`src/rtl/relu_maxpool.sv`:
```
// ReLU + 2x2 stride-2 max-pool stage: reads a signed Q16.16 IN_W x IN_W map from M1
// and writes the OUT_W x OUT_W pooled result to M2, once per start.
module relu_maxpool #(
    parameter int IN_W  = 26,
    parameter int OUT_W = 13,
    parameter int DW    = 32
) (
    input  logic          clk,
    input  logic          rst,
    input  logic          start,
    output logic          finish,
    output logic          M1_R_req,
    output logic [31:0]   M1_addr,
    input  logic [DW-1:0] M1_R_data,
    output logic [3:0]    M1_W_req,
    output logic [DW-1:0] M1_W_data,
    output logic          M2_R_req,
    output logic [31:0]   M2_addr,
    input  logic [DW-1:0] M2_R_data,
    output logic [3:0]    M2_W_req,
    output logic [DW-1:0] M2_W_data
);

    localparam int CW = $clog2(OUT_W);
    localparam logic [CW-1:0] LAST = CW'(OUT_W - 1);

    typedef enum logic [2:0] {
        IDLE, RD0, RD1, RD2, RD3, DRAIN, WR, DONE
    } state_t;

    state_t        state, state_n;
    logic [CW-1:0] r, r_n, c, c_n;
    logic [DW-1:0] acc, acc_n, upd;
    logic          finish_n, m1_req_n;
    logic [31:0]   m1_addr_n, m2_addr_n;
    logic [3:0]    m2_we_n;
    logic [DW-1:0] m2_data_n;
    logic          unused_m2_rdata;

    assign M1_W_req        = '0;
    assign M1_W_data       = '0;
    assign M2_R_req        = 1'b0;
    assign unused_m2_rdata = ^M2_R_data;

    // Byte address of window element k: bit 1 selects the row, bit 0 the column.
    function automatic logic [31:0] rd_addr(input logic [CW-1:0] rr,
                                            input logic [CW-1:0] cc,
                                            input logic [1:0]    k);
        logic [31:0] y, x;
        y = 32'(rr) * 32'd2 + 32'(k[1]);
        x = 32'(cc) * 32'd2 + 32'(k[0]);
        return (y * 32'(IN_W) + x) << 2;
    endfunction

    function automatic logic [31:0] wr_addr(input logic [CW-1:0] rr,
                                            input logic [CW-1:0] cc);
        return (32'(rr) * 32'(OUT_W) + 32'(cc)) << 2;
    endfunction

    always_comb begin
        upd = ($signed(M1_R_data) > $signed(acc)) ? M1_R_data : acc;
    end

    // Outputs are computed one state ahead so they can be registered.
    always_comb begin
        state_n   = state;
        r_n       = r;
        c_n       = c;
        acc_n     = acc;
        finish_n  = finish;
        m1_req_n  = 1'b0;
        m1_addr_n = '0;
        m2_we_n   = '0;
        m2_addr_n = '0;
        m2_data_n = '0;
        case (state)
            IDLE: begin
                if (start) begin
                    finish_n  = 1'b0;
                    r_n       = '0;
                    c_n       = '0;
                    acc_n     = '0;
                    state_n   = RD0;
                    m1_req_n  = 1'b1;
                    m1_addr_n = rd_addr('0, '0, 2'd0);
                end
            end
            RD0: begin
                state_n   = RD1;
                m1_req_n  = 1'b1;
                m1_addr_n = rd_addr(r, c, 2'd1);
            end
            RD1: begin
                acc_n     = upd;
                state_n   = RD2;
                m1_req_n  = 1'b1;
                m1_addr_n = rd_addr(r, c, 2'd2);
            end
            RD2: begin
                acc_n     = upd;
                state_n   = RD3;
                m1_req_n  = 1'b1;
                m1_addr_n = rd_addr(r, c, 2'd3);
            end
            RD3: begin
                acc_n   = upd;
                state_n = DRAIN;
            end
            DRAIN: begin
                acc_n     = upd;
                state_n   = WR;
                m2_we_n   = 4'b1111;
                m2_addr_n = wr_addr(r, c);
                m2_data_n = upd;
            end
            WR: begin
                if (r == LAST && c == LAST) begin
                    state_n  = DONE;
                    finish_n = 1'b1;
                end else begin
                    if (c == LAST) begin
                        c_n = '0;
                        r_n = r + 1'b1;
                    end else begin
                        c_n = c + 1'b1;
                    end
                    acc_n     = '0;
                    state_n   = RD0;
                    m1_req_n  = 1'b1;
                    m1_addr_n = rd_addr(r_n, c_n, 2'd0);
                end
            end
            DONE: state_n = IDLE;
            default: state_n = IDLE;
        endcase
    end

    always_ff @(posedge clk or negedge rst) begin
        if (!rst) begin
            state     <= IDLE;
            r         <= '0;
            c         <= '0;
            acc       <= '0;
            finish    <= 1'b0;
            M1_R_req  <= 1'b0;
            M1_addr   <= '0;
            M2_W_req  <= '0;
            M2_addr   <= '0;
            M2_W_data <= '0;
        end else begin
            state     <= state_n;
            r         <= r_n;
            c         <= c_n;
            acc       <= acc_n;
            finish    <= finish_n;
            M1_R_req  <= m1_req_n;
            M1_addr   <= m1_addr_n;
            M2_W_req  <= m2_we_n;
            M2_addr   <= m2_addr_n;
            M2_W_data <= m2_data_n;
        end
    end

endmodule

```
`config.mk`:
```
export PLATFORM = sky130hd
export DESIGN_NAME = relu_maxpool
export DESIGN_NICKNAME = d
export VERILOG_FILES = /design/src/rtl/relu_maxpool.sv
export SDC_FILE = /design/constraint.sdc
export NUM_CORES = 1
export LEC_CHECK = 0
export BUFFER_PORTS_ARGS = -buffer_cell sky130_fd_sc_hd__buf_2
export CAP_MARGIN = 40
export CORE_UTILIZATION = 53
export DETAILED_ROUTE_END_ITERATION = 6
export PLACE_DENSITY = 0.94
export SLEW_MARGIN = 20
export SYNTH_ARGS = -nofsm -noshare
export SYNTH_HDL_FRONTEND = slang
export SYNTH_SLANG_ARGS = --single-unit
```
`constraint.sdc`:
```
create_clock -name clk -period 4.87 [get_ports clk]
set_input_delay 0.2435 -clock clk [delete_from_list [all_inputs] [get_ports clk]]
set_output_delay 0.2435 -clock clk [all_outputs]
set_load 0.01 [all_outputs]
```
==> out/results.ini, run 1 <==
[status]
outcome=complete, no violations

[floorplanning]
fp.dieH_um=117
ios=206
design.core.area_mm2=0.0128
start_util=0.550
rows=41
die_area_mm2=0.0137
chipWidth_um=117

[detailed_routing]
num_vias=5357
detail_route.wl_per_cell_um=15.5
drt_iter0_markers=604
ant_nets=0
dr.pass1.iters=5
vias_per_cell=5.47
routed_wl_um=15100
drc=0

[power_and_ir_drop]
p_per_area_mw_per_mm2=471
vdd_ir_drop_max_mv=0.253
p_switching_mw=1.50
total_power_mw=3.59
pwr-share-clk=0.193
power_frac_comb=0.475
p_sw_frac=0.418
seq_power_share=0.331
internal_power_mw=2.09
leakagePower_nw=4.14

[timing]
finalSetupViolations=0
tightest_slew_ps=762
finClkSkew_ps=8.76
fmax_mhz=245
rsz0062_at_grt=false
final.setup.worst_slack_ps=791
fin_tns_setup_ps=0
slew_headroom=0.492
period_minus_slack_ps=4080
hold_viol=0
maxSlewViolCount=0
finalCritPeriodShare=0.838

[cells_and_area]
diodes=0
finalNetCount=961
syn2layout_area_growth_pct=8.59
drive_above_1_share=0.154
stdcell_count=979
final_util=0.597

[global_routing]
grt_pass1_wl_um=24700
antenna_found_initial=0
grt_max_degree=51
grt_util_all_layers=0.232
grt_pass1_vias=5143
grt.overflow.total=0

[clocking]
cts.sinks=99
tritoncts=done
clock_path_buffers=2
insertion_delay_ps=350
root_buffer=clkbuf_16
cts.clk_slew.worst_paths_ps=80
cts_buffers=9
htreeDepth=3

[min_path]
hold_depth=2
worstHoldStart=M1_R_data[8]
hold_class=input port to register
min_delay_worst_endpoint=acc[8]$_DFFE_PN0P_

[logic_synthesis]
synth_area_mm2=0.00702
ys_seq_area_frac=0.353
ys_ff_latch=99
synthFlopType=dfrtp_1
yosysUniqueCellTypes=51
synth_most_common_cell=dfrtp_1
yosys_warnings=0
avgSynthCellArea_um2=9.79
synth_area_leader_cell=dfrtp_1
synth-async-reset-ratio=1.00
synthCells=717
yosysTopAreaCellShare=0.353
synth_area_leaders=dfrtp_1, ha_1, buf_4, mux2i_1, a22o_1
synth-edff-count=0
ys_top_cells_by_count=dfrtp_1, buf_4, ha_1

[critical_path]
r2r_slack_ps=790
critPathArrivalTime_ps=4280
startpoint_type=register
regToRegEndpoint=M1_addr[11]$_DFF_PN0_
worstRegToRegCells=16
r2r-start=c[0]$_DFFE_PN0P_
crit_fanout=13
critPathCaptureType=register
path_class=register to register
cp.required_ps=5070

[placed_design]
dp.cells=962
gp_congestion=0.913
hpwlAfterDp_um=10700
preCtsSetupSlack_ps=859
portBuffers=93

[flow_run]
maxCapViolCount=0

[sequential cells by signal, summed over array words and instances, names as in the netlist]
name       flops
M2_addr        9
M2_W_req       1
M1_R_req       1
c              4
r              4
acc           32
finish         1
M1_addr       12
state          3
M2_W_data     32
[cells by family (layout without fill, tap and decap cells)]
kind of cell             after synthesis  in the layout  share of synthesized area
buffers and inverters                170            181                      0.141
AND/OR/NAND/NOR                      145            145                     0.0998
AO/OA/AOI/OAI                        136            136                      0.133
flip-flops                            99             99                      0.353
adder cells (fa/ha/maj)               93             93                      0.176
XOR/XNOR                              40             40                     0.0499
multiplexers                          33             33                     0.0470
other                                  1             80                   0.000534
[metal layers]
metal / up-vias / track usage / wire, µm
li1: 2459 / - / -
met1: 2596 / 0.291 / 6230
met2: 268 / 0.396 / 7480
met3: 34 / 0.0391 / 1040
met4: 0 / 0.0987 / 387
met5: - / 0 / 0
[worst max-delay path by stage]
stage	from	endpoint	slack, ps	depth (start not counted)
global route	c[0]$_DFFE_PN0P_	M1_addr[11]$_DFF_PN0_	520	16
CTS	c[0]$_DFFE_PN0P_	M1_addr[11]$_DFF_PN0_	830	16
detailed placement	c[0]$_DFFE_PN0P_	M1_addr[11]$_DFF_PN0_	860	16
floorplan	c[0]$_DFFE_PN0P_	M1_addr[11]$_DFF_PN0_	1120	18
global placement	c[0]$_DFFE_PN0P_	M1_addr[11]$_DFF_PN0_	1040	16
finish	c[0]$_DFFE_PN0P_	M1_addr[11]$_DFF_PN0_	790	16
[area by class of cell]
type | count | area, µm²
clock buffer | 9 | 225
multi-input combinational | 527 | 3860
tap | 172 | 215
timing repair buffer | 99 | 536
inverter | 66 | 248
clock inverter | 7 | 61.3
fill | 976 | 5150
sequential | 99 | 2480
[metrics by stage]
stage | area, µm² | hold slack [ps]
floorplan | 7320 | -52.1
detailed placement | 7330 | 310
global placement | 7300 | 311
CTS | 7620 | 138
global route | 7620 | 139
finish | 7620 | 139
[cell usage in the layout, fill, tap and decap left out, drive strengths merged, types with 5 or more instances in the layout]
cell,Yosys,layout
fa,10,10
a31oi,5,5
ha,82,82
nor2,52,52
a22o,34,34
nand4,8,8
nand3,10,10
conb,1,80
clkbuf,11,9
a21o,10,10
nor2b,12,12
and3,5,5
nand2,34,34
xor2,17,17
buf,93,98
dfrtp,99,99
mux2i,33,33
o21ai,30,30
a21oi,31,31
xnor2,23,23
nand2b,8,8
inv,66,69
o211ai,5,5
[power by group through the flow]
stage                     sequential, mW  clock [mW]  combinational (mW)
after detailed placement            1.20           0                1.66
after global placement              1.18           0                1.56
final                               1.19       0.695                1.71
after global routing                1.22       0.744                1.89
after floorplan                     1.17           0                1.34
after CTS                           1.18       0.699                1.70
[repair_timing]
action | in CTS | in global routing
resized for setup | 0 | 0
hold endpoints to repair | 49 | 0
setup endpoints to repair | 0 | 0
setup buffers | 0 | 0
hold buffers | 1 | 0
[worst max-delay path, cell delays in order (launching register included)]
cell and delay (ps):
dfrtp_1 520, inv_1 130, ha_1 180, and3_1 420
nand2_1 120, xnor2_1 270, inv_1 130, ha_1 300
ha_1 320, ha_1 300, a21o_1 190, a21oi_1 190
xnor2_1 190, nand2_1 100, nor3b_1 250, xnor2_1 160
o221ai_1 150
(Power assumes the default switching activity.)
==> inputs of run 2 (changes only) <==
Settings changed: CORE_UTILIZATION 53 to 48, PLACE_DENSITY 0.94 to 0.9.
Clock period 4.87 ns to 3.5 ns, I/O delays scaled along.
==> out/results.ini, run 2 (same netlist as run 1, synthesis figures left out) <==
[critical_path]
critPathArrivalTime_ps=3540
r2r_slack_ps=170
path_class=register to register
critical-path-max-stage-delay_ps=390
critPathLaunch=c[1]$_DFFE_PN0P_
critical_path_buf_inv_count=3
cpMostUsedCell=ha_4
path_delay_family=adder cells
regToRegEndpoint=M1_addr[11]$_DFF_PN0_
r2r-start=c[1]$_DFFE_PN0P_
cp_slowest_cell=fa_2
cp.required_ps=3710
worstRegToRegCells=15
critPathCaptureType=register
startpoint_type=register
worstSetupEndpoint=M1_addr[11]$_DFF_PN0_
path_cells=inv_2, ha_2, and3_4, buf_4, o21ai_0, ha_4, ha_4, inv_1, fa_2, xor2_1, nor2_1, nand2_1, nor3b_2, xnor2_1, o221ai_1
crit_cells=15
crit_fanout=6

[timing]
finalSetupViolations=0
final.setup.worst_slack_ps=174
maxSlewViolCount=0
finalCritPeriodShare=0.950
fmax_mhz=301
finClkSkew_ps=8.53
hold_viol=0
period_minus_slack_ps=3330
slew_headroom=0.518
tightest_slew_ps=722

[power_and_ir_drop]
leakagePower_nw=4.23
vdd_ir_drop_max_mv=0.329
p_per_area_mw_per_mm2=636

[floorplanning]
start_util=0.498
chipWidth_um=123
die_area_mm2=0.0151
rows=43
fp.dieH_um=123
design.core.area_mm2=0.0141
ios=206

[global_routing]
grt_max_degree=56
grt.overflow.total=0
grt_pass1_wl_um=23600
grt_util_all_layers=0.200
antenna_found_initial=0
grt_pass1_vias=5001

[clocking]
htreeDepth=3
cts_buffers=9
cts.clk_slew.worst_paths_ps=70
cts.sinks=99
clock_path_buffers=2
root_buffer=clkbuf_16
insertion_delay_ps=350
tritoncts=done

[detailed_routing]
num_vias=5202
drc=0
ant_nets=0
vias_per_cell=5.19
routed_wl_um=14500
drt_iter0_markers=410
detail_route.wl_per_cell_um=14.4
dr.pass1.iters=5

[placed_design]
preCtsSetupSlack_ps=18.6
hpwlAfterDp_um=10700
gp_congestion=0.871
portBuffers=93

[cells_and_area]
final_util=0.555
syn2layout_area_growth_pct=11.5
biggestRegsByFlops=M2_W_data: 32 flops, acc: 32 flops, M1_addr: 12 flops
diodes=0
mostFrequentLayoutCells=dfrtp_1, buf_2, conb_1, ha_1, inv_1
drive_above_1_share=0.190
final_common_cell=dfrtp_1
finalNetCount=978

[min_path]
hold_class=input port to register
worstHoldStart=M1_R_data[7]

[status]
outcome=complete, no violations

[flow_run]
maxCapViolCount=0

==> run 2: changes by cell type in the layout (fill, tap and decap cells not counted), moves of 2 or more <==
| cell | before | now |
|---|---|---|
| buf_4 | 5 | 22 |
| ha_1 | 82 | 79 |
| inv_1 | 66 | 63 |
| inv_2 | 0 | 3 |
| xnor2_1 | 23 | 20 |
| xnor2_2 | 0 | 3 |
| a21oi_1 | 30 | 28 |
| a21oi_2 | 1 | 3 |
| clkinv_2 | 2 | 0 |
| clkinvlp_4 | 0 | 2 |
| ha_4 | 0 | 2 |
==> run 2: final cells by class <==
type	instances	area, µm²
Sequential cell	99	2480
Inverter	66	248
Fill cell	1209	6270
Tap cell	180	225
Multi-Input combinational cell	527	3940
Clock buffer	9	225
Clock inverter	6	60.1
Timing Repair Buffer	116	656
==> run 2: metal layers <==
| metal | global-route usage | up-vias | part of all wire |
|---|---|---|---|
| met3 | 0.0249 | 21 | 0.050 |
| met4 | 0.0808 | 0 | 0.019 |
| met1 | 0.265 | 2510 | 0.44 |
| met5 | 0 | - | 0 |
| met2 | 0.333 | 182 | 0.49 |
| li1 | - | 2489 | - |
==> run 2: worst min path at each step <==
stage | slack (ps) | depth (start not counted) | end
5_1_grt | 80 | 2 | acc[7]$_DFFE_PN0P_
3_5_place_dp | 250 | 1 | M2_W_data[14]$_DFF_PN0_
6_report | 70 | 2 | acc[7]$_DFFE_PN0P_
4_1_cts | 60 | 2 | acc[0]$_DFFE_PN0P_
3_3_place_gp | 260 | 1 | M2_W_data[12]$_DFF_PN0_
2_1_floorplan | -120 | 0 | M1_R_req$_DFF_PN0_
==> run 2: power by group <==
group	internal, mW	switching, mW
clock network	0.494	0.457
logic	1.03	1.39
registers	1.41	0.209
==> run 2: metrics by stage <==
stage | instances | cell area (µm²) | hold slack, ps | TNS, ps | power, mW
after floorplan | 796 | 7360 | -121 | 0 | 3.50
after global placement | 981 | 7430 | 258 | 0 | 3.90
after detailed placement | 981 | 7430 | 254 | 0 | 3.99
after CTS | 999 | 7740 | 63.1 | 0 | 4.98
after global routing | 1003 | 7830 | 76.5 | -79.3 | 5.37
final | 1003 | 7830 | 70.3 | 0 | 4.98
==> run 2: worst reg2reg max path: stages, from the launching register on <==
cell,delay (ps)
dfrtp_1,360
inv_2,50
ha_2,180
and3_4,180
buf_4,150
o21ai_0,360
ha_4,280
ha_4,270
inv_1,50
fa_2,390
xor2_1,180
nor2_1,170
nand2_1,110
nor3b_2,210
xnor2_1,130
o221ai_1,120
==> run 2: what timing repair did <==
item,4_1_cts,5_1_grt
hold buffers,1,0
hold endpoints to repair,53,0
setup buffers,2,4
pin swaps,1,7
gates cloned,0,0
resized for setup,0,14
setup endpoints to repair,2,3
==> inputs of run 3 (changes only) <==
Settings changed: BUFFER_PORTS_ARGS -buffer_cell sky130_fd_sc_hd__buf_2 to -buffer_cell sky130_fd_sc_hd__buf_4, REMOVE_ABC_BUFFERS set to 1.
==> out/results.ini, run 3 (same netlist as run 1, synthesis figures left out) <==
[cells_and_area]
final_util=0.574
drive_above_1_share=0.184
syn2layout_area_growth_pct=15.3
biggestRegsByFlops=M2_W_data: 32 flops, acc: 32 flops, M1_addr: 12 flops
finalNetCount=979
mostFrequentLayoutCells=buf_4, dfrtp_1, conb_1, ha_1, inv_1
stdcell_count=1005
final_common_cell=buf_4
diodes=0
finalInstanceArea_mm2=0.00809

[flow_run]
maxCapViolCount=0

[floorplanning]
fp.dieH_um=123
start_util=0.498
design.core.area_mm2=0.0141
chipWidth_um=123
ios=206
die_area_mm2=0.0151
rows=43

[critical_path]
cp.required_ps=3770
startpoint_type=register
cpMostUsedCell=ha_1
path_cells=inv_1, ha_2, and3_4, nand2_1, xnor2_2, inv_2, ha_1, ha_1, ha_1, a21o_1, a21oi_1, xnor2_1, nand2_1, or3_1, o211ai_1
cp_slowest_cell=dfrtp_1
critical_path_buf_inv_count=2
critPathCaptureType=register
critical-path-max-stage-delay_ps=380
path_class=register to register
path_delay_family=adder cells
crit_fanout=6
critPathArrivalTime_ps=3550

[global_routing]
grt.overflow.total=0
grt_pass1_wl_um=24600
grt_util_all_layers=0.209
grt_max_degree=39
antenna_found_initial=0
grt_pass1_vias=5294

[timing]
maxSlewViolCount=0
hold_viol=0
finalCritPeriodShare=0.938
finalSetupViolations=0
whs_ps=54.4
finClkSkew_ps=8.24
rsz0062_at_grt=false
tightest_slew_ps=664
period_minus_slack_ps=3280
slew_headroom=0.556
fmax_mhz=305

[detailed_routing]
drc=0
drt_iter0_markers=413
vias_per_cell=5.29
num_vias=5316
routed_wl_um=15300
dr.pass1.iters=7
detail_route.wl_per_cell_um=15.2
ant_nets=0

[power_and_ir_drop]
internal_power_mw=3.17
p_switching_mw=2.05
pwr-share-clk=0.210
power_frac_comb=0.479
seq_power_share=0.312
total_power_mw=5.21
leakagePower_nw=4.28
p_sw_frac=0.393
p_per_area_mw_per_mm2=644
vdd_ir_drop_max_mv=0.370

[clocking]
cts.sinks=99
root_buffer=clkbuf_16
tritoncts=done
cts.clk_slew.worst_paths_ps=70
htreeDepth=3
clock_path_buffers=2
cts_buffers=9
insertion_delay_ps=350

[status]
outcome=complete, no violations

[min_path]
hold_class=input port to register

[placed_design]
dp.cells=986
portBuffers=93
dpl-instance-area_mm2=0.00768
hpwlAfterDp_um=11400
gp_congestion=0.878

==> run 3: worst paths after layout <==
| check | endpoint | start | cells after the start | slack, ps |
|---|---|---|---|---|
| max | M1_addr[12]$_DFF_PN0_ | c[1]$_DFFE_PN0P_ | 15 | 220 |
| min | acc[3]$_DFFE_PN0P_ | M1_R_data[3] | 2 | 50 |
| min in group asynchronous | acc[10]$_DFFE_PN0P_ | rst | 2 | 330 |
| max reg2reg | M1_addr[12]$_DFF_PN0_ | c[1]$_DFFE_PN0P_ | 15 | 220 |
| max in group asynchronous | M2_addr[8]$_DFF_PN0_ | rst | 3 | 2370 |
| min reg2reg | acc[16]$_DFFE_PN0P_ | acc[16]$_DFFE_PN0P_ | 1 | 540 |
==> run 3: power groups by stage <==
stage	combinational, mW	clock [mW]	sequential, mW
after floorplan	1.63	0	1.66
after global placement	2.37	0	1.62
after detailed placement	2.45	0	1.64
after CTS	2.48	1.11	1.62
after global routing	2.77	1.16	1.66
final	2.50	1.09	1.63
==> run 3: cell type report <==
type | instances | area [µm²]
Fill cell | 1153 | 6000
Clock inverter | 5 | 82.6
Multi-Input combinational cell | 527 | 3930
Sequential cell | 99 | 2480
Clock buffer | 11 | 243
Tap cell | 180 | 225
Inverter | 66 | 248
Timing Repair Buffer | 117 | 893
==> run 3: metal layers <==
layer  vias up  GRT usage  part of all wire
li1       2488          -                 -
met1      2580      0.244              0.41
met2       217      0.375              0.51
met3        31     0.0420             0.061
met4         0     0.0816             0.025
met5         -          0                 0
==> run 3: stage by stage <==
stage	TNS [ps]	worst slack, ps
finish	0	217
global route	0	25.0
CTS	0	7.18
detailed placement	-33.9	-33.9
global placement	0	105
floorplan	-4220	-130
==> run 3: what timing repair did <==
item | 4_1_cts | 5_1_grt
setup buffers | 0 | 2
pin swaps | 0 | 3
hold buffers | 1 | 0
hold endpoints to repair | 36 | 0
setup endpoints to repair | 1 | 3
resized for setup | 2 | 12
